`src/rtl/stopwatch_pkg.sv`:
```
// Shared types and encodings for the stopwatch controller.
package stopwatch_pkg;

   // Bit 1 = adjust, bit 0 = held (paused).
   typedef enum logic [1:0] {
      StRun     = 2'd0,
      StPause   = 2'd1,
      StAdj     = 2'd2,
      StAdjHold = 2'd3
   } state_t;

   localparam logic FIELD_MIN = 1'b0;
   localparam logic FIELD_SEC = 1'b1;

endpackage

```
`src/rtl/debounce.sv`:
```
// Button conditioner: 2-flop synchronizer, stable-cycle counter, debounced level
// and a one-cycle press pulse on each accepted rising level.
module debounce #(
   parameter int unsigned DEBOUNCE_CYCLES = 1000000
) (
   input  logic clk,
   input  logic reset,
   input  logic raw,
   output logic press
);

   localparam int unsigned   CW       = $clog2(DEBOUNCE_CYCLES + 1);
   localparam logic [CW-1:0] CNT_LAST = CW'(DEBOUNCE_CYCLES - 1);

   logic          sync_q1, sync_q2;
   logic [1:0]    vld_q;
   logic          armed_q, armed_d;
   logic          level_q, level_d;
   logic          press_q, press_d;
   logic [CW-1:0] cnt_q, cnt_d;

   // Synchronizer plus a marker that goes high once its output holds real samples.
   always_ff @(posedge clk or posedge reset) begin
      if (reset) begin
         sync_q1 <= 1'b0;
         sync_q2 <= 1'b0;
         vld_q   <= 2'b00;
      end else begin
         sync_q1 <= raw;
         sync_q2 <= sync_q1;
         vld_q   <= {vld_q[0], 1'b1};
      end
   end

   // Stable-count debounce; until a stable low is seen the button is not armed, so a
   // button held through reset release never produces a press.
   always_comb begin
      cnt_d   = cnt_q;
      level_d = level_q;
      armed_d = armed_q;
      press_d = 1'b0;
      if (!vld_q[1]) begin
         cnt_d = '0;
      end else if (!armed_q) begin
         if (sync_q2) begin
            cnt_d = '0;
         end else if (cnt_q == CNT_LAST) begin
            cnt_d   = '0;
            armed_d = 1'b1;
         end else begin
            cnt_d = cnt_q + 1'b1;
         end
      end else if (sync_q2 != level_q) begin
         if (cnt_q == CNT_LAST) begin
            cnt_d   = '0;
            level_d = sync_q2;
            press_d = sync_q2;
         end else begin
            cnt_d = cnt_q + 1'b1;
         end
      end else begin
         cnt_d = '0;
      end
   end

   // Debounce state registers.
   always_ff @(posedge clk or posedge reset) begin
      if (reset) begin
         cnt_q   <= '0;
         level_q <= 1'b0;
         armed_q <= 1'b0;
         press_q <= 1'b0;
      end else begin
         cnt_q   <= cnt_d;
         level_q <= level_d;
         armed_q <= armed_d;
         press_q <= press_d;
      end
   end

   assign press = press_q;

endmodule

```
`src/rtl/stopwatch_ctrl.sv`:
```
// Stopwatch controller: button conditioning, 4 Hz base tick generator with 2 Hz/1 Hz
// derivatives, run/pause/adjust FSM and registered counter strobes.
module stopwatch_ctrl
   import stopwatch_pkg::*;
#(
   parameter int unsigned CLK_HZ          = 100000000,
   parameter int unsigned DEBOUNCE_CYCLES = 1000000
) (
   input  logic       clk,
   input  logic       reset,
   input  logic       btn_pause,
   input  logic       btn_rst,
   input  logic       sw_adjust,
   input  logic       sw_select,
   output logic       cnt_en,
   output logic       cnt_field,
   output logic       cnt_clear,
   output logic       adj_mode,
   output logic       paused,
   output logic       blink,
   output logic [1:0] state
);

   localparam int unsigned   BASE_CYCLES = CLK_HZ / 4;
   localparam int unsigned   BW          = $clog2(BASE_CYCLES);
   localparam logic [BW-1:0] BASE_LAST   = BW'(BASE_CYCLES - 1);

   logic          pause_press, clear_press;
   logic          adj_q1, adj_q2, sel_q1, sel_q2;
   logic [BW-1:0] base_cnt_q, base_cnt_d;
   logic [1:0]    phase_q, phase_d;
   logic          blink_q;
   logic          base_tick, tick_2hz, tick_1hz;
   state_t        state_q, state_d;
   logic          hold_next;
   logic          cnt_en_q, cnt_en_d, cnt_clear_q, cnt_field_q;

   debounce #(.DEBOUNCE_CYCLES(DEBOUNCE_CYCLES)) u_pause (
      .clk   (clk),
      .reset (reset),
      .raw   (btn_pause),
      .press (pause_press)
   );

   debounce #(.DEBOUNCE_CYCLES(DEBOUNCE_CYCLES)) u_clear (
      .clk   (clk),
      .reset (reset),
      .raw   (btn_rst),
      .press (clear_press)
   );

   // Switch synchronizers.
   always_ff @(posedge clk or posedge reset) begin
      if (reset) begin
         adj_q1 <= 1'b0;
         adj_q2 <= 1'b0;
         sel_q1 <= 1'b0;
         sel_q2 <= 1'b0;
      end else begin
         adj_q1 <= sw_adjust;
         adj_q2 <= adj_q1;
         sel_q1 <= sw_select;
         sel_q2 <= sel_q1;
      end
   end

   // Tick generator next state; a clear press restarts the whole 1 Hz period.
   always_comb begin
      base_tick  = (base_cnt_q == BASE_LAST);
      tick_2hz   = base_tick & phase_q[0];
      tick_1hz   = base_tick & (phase_q == 2'd3);
      base_cnt_d = base_cnt_q + 1'b1;
      phase_d    = phase_q;
      if (clear_press) begin
         base_cnt_d = '0;
         phase_d    = 2'd0;
      end else if (base_tick) begin
         base_cnt_d = '0;
         phase_d    = phase_q + 2'd1;
      end
   end

   // Tick generator registers; blink flips on every base tick.
   always_ff @(posedge clk or posedge reset) begin
      if (reset) begin
         base_cnt_q <= '0;
         phase_q    <= 2'd0;
         blink_q    <= 1'b0;
      end else begin
         base_cnt_q <= base_cnt_d;
         phase_q    <= phase_d;
         if (base_tick) blink_q <= ~blink_q;
      end
   end

   // FSM next state: adjust bit follows the switch, held bit toggles on a press,
   // so simultaneous events combine.
   always_comb begin
      hold_next = (state_q inside {StPause, StAdjHold}) ^ pause_press;
      state_d   = state_q;
      case ({adj_q2, hold_next})
         2'b00:   state_d = StRun;
         2'b01:   state_d = StPause;
         2'b10:   state_d = StAdj;
         default: state_d = StAdjHold;
      endcase
      // Qualified by the state in the tick cycle, so a same-cycle press keeps the tick.
      cnt_en_d = ~clear_press & (((state_q == StRun) & tick_1hz) |
                                 ((state_q == StAdj) & tick_2hz));
   end

   // State and output strobe registers.
   always_ff @(posedge clk or posedge reset) begin
      if (reset) begin
         state_q     <= StRun;
         cnt_en_q    <= 1'b0;
         cnt_clear_q <= 1'b0;
         cnt_field_q <= FIELD_MIN;
      end else begin
         state_q     <= state_d;
         cnt_en_q    <= cnt_en_d;
         cnt_clear_q <= clear_press;
         cnt_field_q <= sel_q2 ? FIELD_SEC : FIELD_MIN;
      end
   end

   assign cnt_en    = cnt_en_q;
   assign cnt_clear = cnt_clear_q;
   assign cnt_field = cnt_field_q;
   assign blink     = blink_q;
   assign adj_mode  = state_q inside {StAdj, StAdjHold};
   assign paused    = state_q inside {StPause, StAdjHold};
   assign state     = state_q;

endmodule

```
`config.mk`:
```
export PLATFORM = sky130hd
export DESIGN_NAME = stopwatch_ctrl
export DESIGN_NICKNAME = d
export VERILOG_FILES = /design/src/rtl/stopwatch_pkg.sv /design/src/rtl/debounce.sv /design/src/rtl/stopwatch_ctrl.sv
export SDC_FILE = /design/constraint.sdc
export NUM_CORES = 1
export LEC_CHECK = 0
export ABC_AREA = 1
export BUFFER_PORTS_ARGS = -buffer_cell sky130_fd_sc_hd__buf_2
export CAP_MARGIN = 40
export CORE_MARGIN = 2
export CORE_UTILIZATION = 25
export CTS_BUF_LIST = sky130_fd_sc_hd__clkbuf_8 sky130_fd_sc_hd__clkbuf_16
export CTS_CLUSTER_DIAMETER = 150
export DETAILED_ROUTE_END_ITERATION = 16
export PLACE_DENSITY_LB_ADDON = 0.1
export SKIP_LAST_GASP = 1
export SYNTH_ARGS = -nofsm -noshare
export SYNTH_HDL_FRONTEND = slang
export SYNTH_SLANG_ARGS = --single-unit
```
`constraint.sdc`:
```
create_clock -name clk -period 2.3 [get_ports clk]
set_input_delay 0.115 -clock clk [delete_from_list [all_inputs] [get_ports clk]]
set_output_delay 0.115 -clock clk [all_outputs]
set_load 0.02 [all_outputs]
```
==> impl_summary.md, run 1 <==
Outcome
The run finished with clean final reports.

CTS
The maximum number of buffers from clock root to sink is 2. The tree built by TritonCTS fans out to 89 sinks. The number of buffers added by the clock tree synthesis step is 9. The cell sitting at the root of the clock tree is a sky130_fd_sc_hd__clkbuf_16. Buffers added to address setup during post-CTS repair amount to 0. The CTS tree is done. Clock latency on the worst-skew pair, taken at its later pin, is about 0.35 ns. The number of instances resized during post-cts repair is 0. The H-tree generated during clock tree synthesis spans 3 levels. The clock transition at the registers of the reported paths is roughly 0.06 ns. The hold buffer count at cts is 5.

Synthesis
After synthesis, the cell types taking the most area are sky130_fd_sc_hd__dfrtp_1 48%, sky130_fd_sc_hd__nand2_1 9.6%, sky130_fd_sc_hd__nor2_1 9.1%. The post-synthesis cell type with the largest combined area is sky130_fd_sc_hd__dfrtp_1. The number of synthesized flops with an enable pin is 0. The share of synthesized flip-flops with an asynchronous set or reset is 100%. In the synthesized netlist the dominant register cell turns out to be sky130_fd_sc_hd__dfrtp_1. The Yosys step of the flow raised 0 warnings. The number of nets in the synthesized netlist is between 500 and 600. The register area share after synthesis is roughly half. Averaged over all synthesized cells, the footprint is around 8 um2.

The synthesis-stage register bit count is between 80 and 90. After synthesis, the largest area contributor takes up between 40% and 50% of total cell area. The commonest cells after synthesis are 118 x sky130_fd_sc_hd__nand2_1, 111 x sky130_fd_sc_hd__nor2_1, 89 x sky130_fd_sc_hd__dfrtp_1. The count of unique library cells instantiated by Yosys is 31.

The synthesized instance count is 570. The most used standard cell by instance count after synthesis is sky130_fd_sc_hd__nand2_1. In this run the cell area of the synthesized design comes to 4600 um2.

Worst setup path
For the worst setup path, the data required time is about 2.5 ns. The highest fanout seen on the critical path is 12. The worst setup path is launched from a register.

Across all register-to-register paths, the minimum setup slack is around 0.63 ns. The setup path with the least slack is of type reg -> reg. The capturing element type of the critical path is a register.

Data on the critical path arrives at its endpoint at 1.91 ns.

STA
For the pin with the worst max-slew slack, the measured transition is 0.553 ns. The period utilization is approximately 73%. The clock skew is 0.00517 ns. Setup repair after global routing left no endpoint under its margin. The max-slew violation count came to 0. The count of endpoints failing setup in the final report is 0. The worst hold margin is 0.346 ns. The fmax is between 0.5 and 0.6 GHz. The total negative slack is 0 ns. The post-route minimum period is about 1.7 ns. The headroom to the max-slew limit is 63.1%. The final count of hold timing violations is 0.

Floorplanning
The die covers slightly below 20000 um2. The floorplan step set the die width to 140 um. The die is ~140 um tall. The initial core utilization is approximately a quarter. The site row count is 49.

In this run the standard cell core region covers ~18000 um2. 14 I/O pins were placed.

Routing
The number of routed nets with antenna violations is 0. The detailed-routing iteration count for the pre-antenna-repair pass is 4. The routed design has about 9700 um of wire. The vias after detailed routing is between 3000 and 4000. After detailed routing, the number of vias per cell comes to roughly 4.2. The average wire length per cell after detail routing is about 12 um.

The number of DRC markers after the initial detailed-route iteration is 190. After detailed routing, the number of remaining DRC violations is 0.

Cells and area
At the end of the flow, the number of nets in the layout was ~600. The filler cells instantiated in the layout total a little under 2000. The repair_antennas step left the layout with diodes totalling 0. The area growth from synthesis to layout is 14.9%.

The post-route netlist has between 10% and 20% of its cells at a drive strength greater than 1.

Power
Per report_power, the sequential group accounts for roughly 48% of the total. The part of the power in combinational logic is between 2 and 3%. The switching part of the total is a little over a fifth.

In this run the static leakage power is 2.26 nW. Cell internal power was estimated by the tool at roughly 2.6 mW. The clock network is responsible for slightly below 50% of the overall power. The reported net switching power is approximately 700 uW. The power per unit of standard cell area is around 620 nW/um2. VDD sags by at most between 0.0003 and 0.0004 V.

GRT
The via count of the first global-routing pass is about 3500. The first global-routing pass estimated between 15000 and 20000 um of wire. For this run the aggregate overflow at the end of global routing stands at 0.

Entering global routing, the biggest net connects 90 pins. In the global route stage, overall resource usage came out at a little over a tenth. The initial antenna violation count came to 0.

Hold path
The min-delay analysis places its worst path in the category reg -> reg.

Place
Detailed placement finished with a half-perimeter wire length of 6860 um. The number of buffer cells added on primary ports is 13. The final estimated routing congestion in global placement is around 0.74.

Flow run
Max-cap violations in this run came to 0.
==> sequential cells by signal, indices dropped and copies added, names as in the netlist, 2 cells and up <==
register / cells
u_clear.cnt_q: 20
u_clear.vld_q: 2
base_cnt_q: 25
phase_q: 2
u_pause.cnt_q: 20
state: 2
==> cell usage in the layout, fill, tap and decap left out <==
| master | Yosys | routed |
|---|---|---|
| sky130_fd_sc_hd__nand2_1 | 118 | 118 |
| sky130_fd_sc_hd__nor2_1 | 111 | 111 |
| sky130_fd_sc_hd__dfrtp_1 | 89 | 89 |
| sky130_fd_sc_hd__inv_1 | 67 | 66 |
| sky130_fd_sc_hd__nand3_1 | 41 | 41 |
| sky130_fd_sc_hd__nor3_1 | 22 | 22 |
| sky130_fd_sc_hd__nor2_2 | 19 | 19 |
| sky130_fd_sc_hd__a21oi_1 | 15 | 15 |
| sky130_fd_sc_hd__xor2_1 | 14 | 14 |
| sky130_fd_sc_hd__buf_2 | 0 | 13 |
| sky130_fd_sc_hd__nor2_4 | 10 | 10 |
| sky130_fd_sc_hd__clkbuf_16 | 0 | 9 |
| sky130_fd_sc_hd__xnor2_1 | 8 | 8 |
| sky130_fd_sc_hd__nand4_1 | 7 | 7 |
| sky130_fd_sc_hd__nand2_2 | 7 | 7 |
| sky130_fd_sc_hd__o21ai_0 | 6 | 6 |
| sky130_fd_sc_hd__nand3_2 | 5 | 5 |
| sky130_fd_sc_hd__dlygate4sd3_1 | 0 | 5 |
| sky130_fd_sc_hd__ha_1 | 4 | 4 |
| sky130_fd_sc_hd__nand2_4 | 3 | 3 |
| sky130_fd_sc_hd__clkinvlp_4 | 0 | 3 |
| sky130_fd_sc_hd__inv_2 | 2 | 2 |
| sky130_fd_sc_hd__or2_1 | 2 | 2 |
| sky130_fd_sc_hd__o21ai_2 | 2 | 2 |
| sky130_fd_sc_hd__nand3_4 | 2 | 2 |
| sky130_fd_sc_hd__clkinv_2 | 1 | 2 |
| sky130_fd_sc_hd__nor4_1 | 2 | 2 |
| sky130_fd_sc_hd__o21bai_1 | 2 | 2 |
| sky130_fd_sc_hd__bufinv_16 | 0 | 2 |
| sky130_fd_sc_hd__nor3b_1 | 1 | 1 |
| sky130_fd_sc_hd__nor3_2 | 1 | 1 |
| sky130_fd_sc_hd__nand3b_1 | 1 | 1 |
| sky130_fd_sc_hd__clkbuf_8 | 0 | 1 |
| sky130_fd_sc_hd__buf_12 | 1 | 1 |
| sky130_fd_sc_hd__conb_1 | 1 | 1 |
==> metal layers <==
layer | share of wire (%) | vias up | GRT usage, %
met2 | 48 | 29 | 17.8
met3 | 2.8 | 9 | 3.23
li1 | - | 1822 | -
met1 | 48 | 1622 | 14.2
met4 | 1.2 | 0 | 3.00
met5 | 0 | - | 0
==> cells by family (layout without fill, tap and decap cells) <==
kind of cell    after synthesis  after routing  share of synthesized area [%]
buf+inv                      77            104                           7.00
other cells                   1              1                         0.0816
fa+ha+maj                     4              4                           1.09
compound gates               25             25                           2.99
simple gates                352            352                           36.2
xor+xnor                     22             22                           4.19
flops                        89             89                           48.5
==> power groups by stage <==
stage | Clock (mW) | Combinational, mW | Sequential, mW
after CTS | 1.68 | 0.0919 | 1.59
after detailed placement | 0 | 0.0856 | 1.62
final | 1.61 | 0.0860 | 1.59
after global placement | 0 | 0.0855 | 1.62
after floorplan | 0 | 0.0577 | 1.62
after global routing | 1.74 | 0.102 | 1.59
==> per-stage QoR <==
| step | power, mW | util [%] | cell area [um2] | setup slack [ns] | cells |
|---|---|---|---|---|---|
| finish | 3.28 | 29.3 | 5280 | 0.632 | 826 |
| global route | 3.43 | 29.3 | 5280 | 0.421 | 826 |
| CTS | 3.36 | 29.3 | 5280 | 0.587 | 826 |
| detailed placement | 1.70 | 27.3 | 4910 | 0.602 | 806 |
| global placement | 1.70 | 27.3 | 4910 | 0.662 | 806 |
| floorplan | 1.68 | - | 4600 | 0.866 | 570 |
==> layout make-up <==
| cell class | instances | area [um2] | share of cell area, % |
|---|---|---|---|
| Inverter | 70 | 268 | 5.07 |
| Multi-Input combinational cell | 404 | 2050 | 38.7 |
| Sequential cell | 89 | 2230 | 42.2 |
| Clock buffer | 10 | 239 | 4.52 |
| Timing Repair Buffer | 19 | 135 | 2.56 |
| Tap cell | 229 | 287 | 5.42 |
| Clock inverter | 5 | 80.1 | 1.52 |
==> final timing paths <==
check                               from               end  depth (start not counted)
setup / recovery           base_cnt_q[0]     base_cnt_q[1]                          8
hold / removal                    sel_q1            sel_q2                          0
setup reg to reg           base_cnt_q[0]     base_cnt_q[1]                          8
hold reg to reg                   sel_q1            sel_q2                          0
max in group asynchronous          reset   u_pause.armed_q                          4
min in group asynchronous          reset  u_clear.cnt_q[1]                          4
==> critical path, cell delays in order (launching register included) <==
cell and delay, ns:
sky130_fd_sc_hd__dfrtp_1 0.41, sky130_fd_sc_hd__ha_1 0.19, sky130_fd_sc_hd__nand2_1 0.10, sky130_fd_sc_hd__nor2_4 0.20
sky130_fd_sc_hd__nand3_2 0.11, sky130_fd_sc_hd__nor2_4 0.18, sky130_fd_sc_hd__nor2_4 0.11, sky130_fd_sc_hd__inv_1 0.19
sky130_fd_sc_hd__nor2_1 0.06
No activity file was read; power rests on OpenSTA's default activity.
==> inputs of run 2 (changes only) <==
clock period = 1.39 ns   (was 2.3 ns; I/O delays follow)
==> impl_summary.md, run 2 (synthesized netlist as in run 1, its figures left out) <==
CTS
The TritonCTS sink count is 89. The H-tree was split into 3 levels. The clock root buffer is sky130_fd_sc_hd__clkbuf_16. In this run the deepest clock path goes through 2 buffers. Clock latency on the worst-skew pair, taken at its later pin, is approximately 0.35 ns. The CTS tree is done. The clock transition at the registers of the reported paths is ~0.07 ns.

TritonCTS created 9 clock buffers.

Cells and area
Leaving out fill and tap cells, the most frequent cell in the layout is sky130_fd_sc_hd__nand2_1. The register containing the most flip-flops in the final layout is base_cnt_q. The total number of nets in the final design is 680. Compared with the post-synthesis result, the final layout area differs by 37.6%. The flip-flop count of the largest register after layout is 25.

The share of the core filled with cells in the final layout is around a third. After routing the design area is ~6300 um2. The antenna diode count is 0.

The share of post-route cells with drive strength above 1 is 33.5%. In the final layout, the registers with the most flip-flops are base_cnt_q x25, u_clear.cnt_q x20, u_pause.cnt_q x20. The top cell types in the final layout, fill and taps aside, are 107 x sky130_fd_sc_hd__nand2_1, 88 x sky130_fd_sc_hd__dfrtp_1, 87 x sky130_fd_sc_hd__nor2_1. Leaving out filler cells and counting taps, the final layout contains approximately 900.

GRT
The maximum number of pins on one net before global-route repair is 44. The first global-routing pass estimated between 15000 and 20000 um of wire. Global routing finished with a remaining overflow of 0. The via count of the first global-routing pass is 3866.

Across every metal layer, demand over resource in global routing totals a little under an eighth. The initial antenna violation count is 0.

Routing
The average wire length per cell after detail routing is between 10 and 15 um. The vias after detailed routing is between 3000 and 4000. The detail route stage leaves a number of antenna-violating nets equal to 0. The detailed-routing iteration count for the pre-antenna-repair pass is 4. After detailed routing, the number of vias per cell comes to between 4 and 5. For this block, the initial DRC count from the detailed router was ~170. The number of remaining DRC errors is 0.

The overall routed net length is about 11000 um.

Worst setup path
Counting cells, the worst reg-to-reg path comes to 9. The startpoint type of the worst setup path is a register. The critical path class is reg -> reg.

STA classifies the critical path endpoint as a register. The largest stage delay on the critical path is approximately 0.36 ns. In this run the critical register-to-register path is captured at u_pause.cnt_q[19]. The setup check on the worst reg-to-reg path leaves a slack of -0.11 ns. The dominant cell type by count on the critical path is sky130_fd_sc_hd__nand3_4.

The number of buffers and inverters on the critical path is 2. For the worst setup path, the data arrival time is around 1.7 ns. The highest fanout seen on the critical path is 7. The required time at the endpoint of the critical path is 1.63 ns. The library cell contributing the largest single delay on the critical path is sky130_fd_sc_hd__dfrtp_1.

Walking the worst path, the cells encountered are ha_2, nand3_2, nor2_4, nand2_4, clkinv_4, nand3_4, buf_6, nand3_4, nor2_2. The startpoint identified for the worst register-to-register timing path is u_pause.cnt_q[1]. The cell family with the largest share of critical-path delay is simple AND/OR/NAND/NOR gates.

STA
Timing would allow up to roughly 0.67 GHz. Across all setup checks in the final design, the least slack found is -0.111 ns. The final count of hold timing violations came to 0. The period utilization is 108%. Setup repair after global routing could not meet its margin everywhere. The worst pin sits at a relative slew slack of between 50 and 60%. The clock skew is slightly above 0.01 ns.

The max-slew violation count is 0. Setup violations remaining at the end of the flow were counted as 61. The post-route minimum period is roughly 1.5 ns. The slew at the pin closest to its max-slew limit is ~0.62 ns.

Floorplanning
Once the floorplan was initialized, standard cells occupied about a quarter of the core. The die area is ~19000 um2. For this design the top-level I/O count stands at 14. The area of the core is ~18000 um2.

From bottom edge to top edge, the die measures between 100 and 150 um. The floorplan has between 40 and 50 rows. The width of the chip is ~140 um.

Place
The number of buffer cells added on primary ports is 13. Once placement completed, the tool counted placed cells totaling between 800 and 900. The wire-length estimate of the detail-placed layout is between 7000 and 8000 um. The post-place setup slack is -0.115 ns. The final estimated routing congestion in global placement is 0.772. The standard cell area after detailed placement is 5430 um2.

Power
For this design the static power due to leakage is 2.76 nW. The maximum vdd drop is ~0.00055 V. The power consumption is approximately 5.3 mW. In this run the power density over the cells is 838 nW/um2.

Outcome
The run finished, with violations left. The final reports fail on negative setup slack.

Hold path
The type of the tightest min-delay check is in -> async.

Flow run
Across the run, the number of max-cap violations was 0.
[run 2: cell count changes in the layout (fill, tap and decap cells not counted), sizes merged]
cell,delta
bufinv,-1
buf,+74
nand3,+1
nand2,+2
clkinv,+1
inv,+1
[run 2: timing repair]
action	in CTS	in global routing
buffers inserted	7	4
hold buffers	5	0
pin swaps	9	32
hold endpoints to repair	21	0
cloned	1	2
gates resized for setup	25	83
endpoints found under the setup margin	59	72
[run 2: where the power goes]
group	internal [mW]	leakage, nW	switching [mW]
Combinational	0.0594	1.42	0.131
Sequential	2.61	1.20	0.0122
Clock	1.43	0.146	1.05
[run 2: per-layer routing]
metal	up-vias	track usage (%)	routed length (um)
met5	-	0	0
met4	0	4.74	184
met3	11	1.96	195
met2	26	19.0	5250
met1	1833	15.9	5500
li1	1985	-	-
[run 2: worst max-delay path by stage]
| stage | from | end | slack [ns] | depth (start not counted) |
|---|---|---|---|---|
| floorplan | u_pause.cnt_q[0] | u_pause.cnt_q[3] | -0.04 | 9 |
| global placement | base_cnt_q[1] | base_cnt_q[5] | -0.09 | 8 |
| detailed placement | u_pause.cnt_q[0] | u_pause.cnt_q[4] | -0.12 | 8 |
| CTS | u_pause.cnt_q[1] | u_pause.cnt_q[16] | -0.08 | 9 |
| global route | base_cnt_q[0] | base_cnt_q[12] | -0.22 | 9 |
| finish | u_pause.cnt_q[1] | u_pause.cnt_q[19] | -0.11 | 9 |
[run 2: cell type report]
type	instances	area, um2
Clock inverter	6	58.8
Sequential cell	89	2230
Tap cell	229	287
Clock buffer	10	239
Inverter	70	277
Timing Repair Buffer	93	749
Fill cell	1903	11700
Multi-Input combinational cell	407	2480
[run 2: worst reg2reg max path: cells and delay by family (launching register included)]
kind / cells / cell delay [ns]
AND/OR/NAND/NOR: 6 / 0.57
flip-flops: 1 / 0.36
adder cells (fa/ha/maj): 1 / 0.19
buffers and inverters: 2 / 0.26
[run 2: metrics by stage]
| stage | setup TNS [ns] | hold WS, ns |
|---|---|---|
| floorplan | -0.654 | 0.101 |
| global placement | -3.16 | 0.129 |
| detailed placement | -4.04 | 0.139 |
| CTS | -3.24 | 0.304 |
| global route | -11.40 | 0.333 |
| finish | -4.19 | 0.304 |
==> inputs of run 3 (changes only) <==
CORE_MARGIN = unset   (was 2)
==> impl_summary.md, run 3 (synthesized netlist as in run 1, its figures left out) <==
Power
Overall power consumption after layout is estimated at 5.52 mW. For this design the static power due to leakage is 2.78 nW. The power per unit of standard cell area is a little under 900 nW/um2. The worst-case IR drop observed on VDD is about 0.00057 V.

Worst setup path
STA classifies the critical path startpoint as a register. The worst register-to-register path has a depth of 9. In this run the worst path has a maximum fanout of 5. The number of buffers and inverters on the critical path is 1. In this run the critical register-to-register path is launched from base_cnt_q[0]. In this run the register-to-register setup slack is -0.09 ns. The capturing element type of the critical path is a register. Counting buffers and inverters, the worst setup path is 9 cells deep.

The largest stage delay on the critical path is about 0.4 ns. The setup path with the least slack is of type reg -> reg. For this design, the slowest cell found on the critical path is sky130_fd_sc_hd__dfrtp_1. The required time at the endpoint of the critical path is roughly 1.6 ns. The worst path arrival time is 1.73 ns.

In this run the critical register-to-register path is captured at base_cnt_q[20]. On the critical path the largest part of the delay comes from simple AND/OR/NAND/NOR gates. Tracing the worst setup path back leads to its startpoint at base_cnt_q[0].

Following the worst setup path forward leads to its endpoint at base_cnt_q[20]. Walking the worst path, the cells encountered are ha_4, nand2_4, nor2_4, nand3_2, nor2_4, nor2_4, clkbuf_16, nand2_2, nor2_2. By instance count, the cell type seen most on the critical path is sky130_fd_sc_hd__nor2_4.

Cells and area
Cells with a size suffix above 1 make up between 30% and 40% of the layout. The share of the core filled with cells in the final layout is 35.3%. At the end of the flow, the number of nets in the layout was 686. More flip-flops sit in one register than any other, and that register is base_cnt_q. The flip-flop count of the largest register after layout is 25. The repair_antennas step left the layout with diodes totalling 0. The largest registers in the layout are base_cnt_q x25, u_clear.cnt_q x20, u_pause.cnt_q x20.

After routing the design area is around 6300 um2. The filler cells instantiated in the layout total between 1500 and 2000. The layout-stage area growth over the synthesis result is 38.0%. The top cell types in the final layout, fill and taps aside, are 105 x sky130_fd_sc_hd__nand2_1, 87 x sky130_fd_sc_hd__nor2_1, 86 x sky130_fd_sc_hd__dfrtp_1. Leaving out fill and tap cells, the most frequent cell in the layout is sky130_fd_sc_hd__nand2_1.

Routing
The vias per cell is between 4 and 5. In this run the remaining antenna-violating nets after routing total 0. The number of remaining DRC errors is 0. The routed layout has 3812 vias. After the first detailed-routing iteration, the DRC count stood at 116.

Summed over all layers, the routed wires come to around 11000 um. In the final routed layout, each cell accounts on average for 11.9 um. The detailed-routing iteration count for the pre-antenna-repair pass is 4.

Place
Buffers placed on the I/O ports in this run total 13. The final estimated routing congestion in global placement is 0.788. The standard cell area after detailed placement is roughly 5500 um2. The post-place setup slack is -0.114 ns.

The HPWL reported at the end of detailed placement is 7720 um.

CTS
The maximum number of buffers from clock root to sink is 2. The TritonCTS sink count is between 80 and 90. The clock transition at the registers of the reported paths is roughly 0.070 ns. The number of levels the H-tree was split into is 3. The source-to-sink clock delay at the later pin of the worst-skew pair is roughly 0.35 ns.

The number of buffers added by the clock tree synthesis step is 9. The root buffer cell chosen for the clock tree is sky130_fd_sc_hd__clkbuf_16. TritonCTS built the clock tree.

Floorplanning
The initial core utilization is 25.6%. The width of the chip is between 100 and 150 um. The I/O pin count is 14. The site row count is 49. The area of the core is between 15000 and 20000 um2.

The die covers around 19000 um2. The vertical die dimension is about 140 um.

Flow run
The max-cap check violation count is 0.

STA
Setup repair after global routing could not meet its margin everywhere. Derived from the worst setup path, the maximum achievable clock frequency is just under 0.7 GHz. The final worst slack is -0.0918 ns. The max-slew violation count is 0. The final count of hold timing violations is 0. The post-route minimum period is 1.48 ns.

For the final routed database, the setup TNS stands at -3.27 ns. The worst path uses 107% of the clock period. Setup violations remaining at the end of the flow were counted as 63.

The clock skew is approximately 0.0093 ns.

GRT
The global-route total usage across every layer is around 12%. The initial antenna violation count is 0. The total overflow left after global routing is 0. The first-pass GRT wire length is about 18000 um. Entering global routing, the biggest net connects 31 pins.

The via count of the first global-routing pass is about 3800.

Outcome
The run finished, with violations left. The final reports fail on negative setup slack.

Hold path
The worst hold path belongs to the class in -> async.
-- run 3: area by class of cell --
type / count / area (um2) / share of cell area, %
clock buffers: 10 / 239 / 3.77
multi-input cells: 406 / 2400 / 37.9
repair buffers: 100 / 821 / 12.9
clock inverters: 6 / 90.1 / 1.42
flip-flops and latches: 89 / 2230 / 35.2
inverters: 70 / 274 / 4.32
well taps: 229 / 287 / 4.52
-- run 3: through the flow --
stage	std cells	hold slack [ns]
6_report	910	0.281
5_1_grt	910	0.306
4_1_cts	906	0.279
3_5_place_dp	875	0.112
3_3_place_gp	875	0.111
2_1_floorplan	570	0.101
-- run 3: worst min-delay path by stage --
stage / end
CTS: base_cnt_q[18]
global placement: base_cnt_q[16]
finish: base_cnt_q[18]
floorplan: adj_q1
detailed placement: base_cnt_q[16]
global route: base_cnt_q[18]
-- run 3: worst reg2reg max path, stage by stage, from the launching register on --
cell and delay [ns]:
sky130_fd_sc_hd__dfrtp_1 0.40, sky130_fd_sc_hd__ha_4 0.17, sky130_fd_sc_hd__nand2_4 0.05, sky130_fd_sc_hd__nor2_4 0.17, sky130_fd_sc_hd__nand3_2 0.11, sky130_fd_sc_hd__nor2_4 0.13, sky130_fd_sc_hd__nor2_4 0.08, sky130_fd_sc_hd__clkbuf_16 0.18
sky130_fd_sc_hd__nand2_2 0.06, sky130_fd_sc_hd__nor2_2 0.03
-- run 3: per-layer routing --
metal	part of all wire [%]	up-vias	track usage, %
met1	48	1790	15.5
met3	2.3	11	3.20
met4	1.3	0	3.85
met5	0	-	0
met2	48	20	21.0
li1	-	1991	-
-- run 3: timing repair --
item,in CTS,in global routing
pin swaps,14,17
endpoints found under the hold margin,15,0
hold buffers,5,0
gates cloned,2,1
resized for setup,34,60
endpoints found under the setup margin,61,72
setup buffers,9,4
-- run 3: where the power goes --
group / internal (mW) / switching, mW
registers: 2.61 / 0.0126
logic: 0.0664 / 0.121
clock network: 1.63 / 1.08
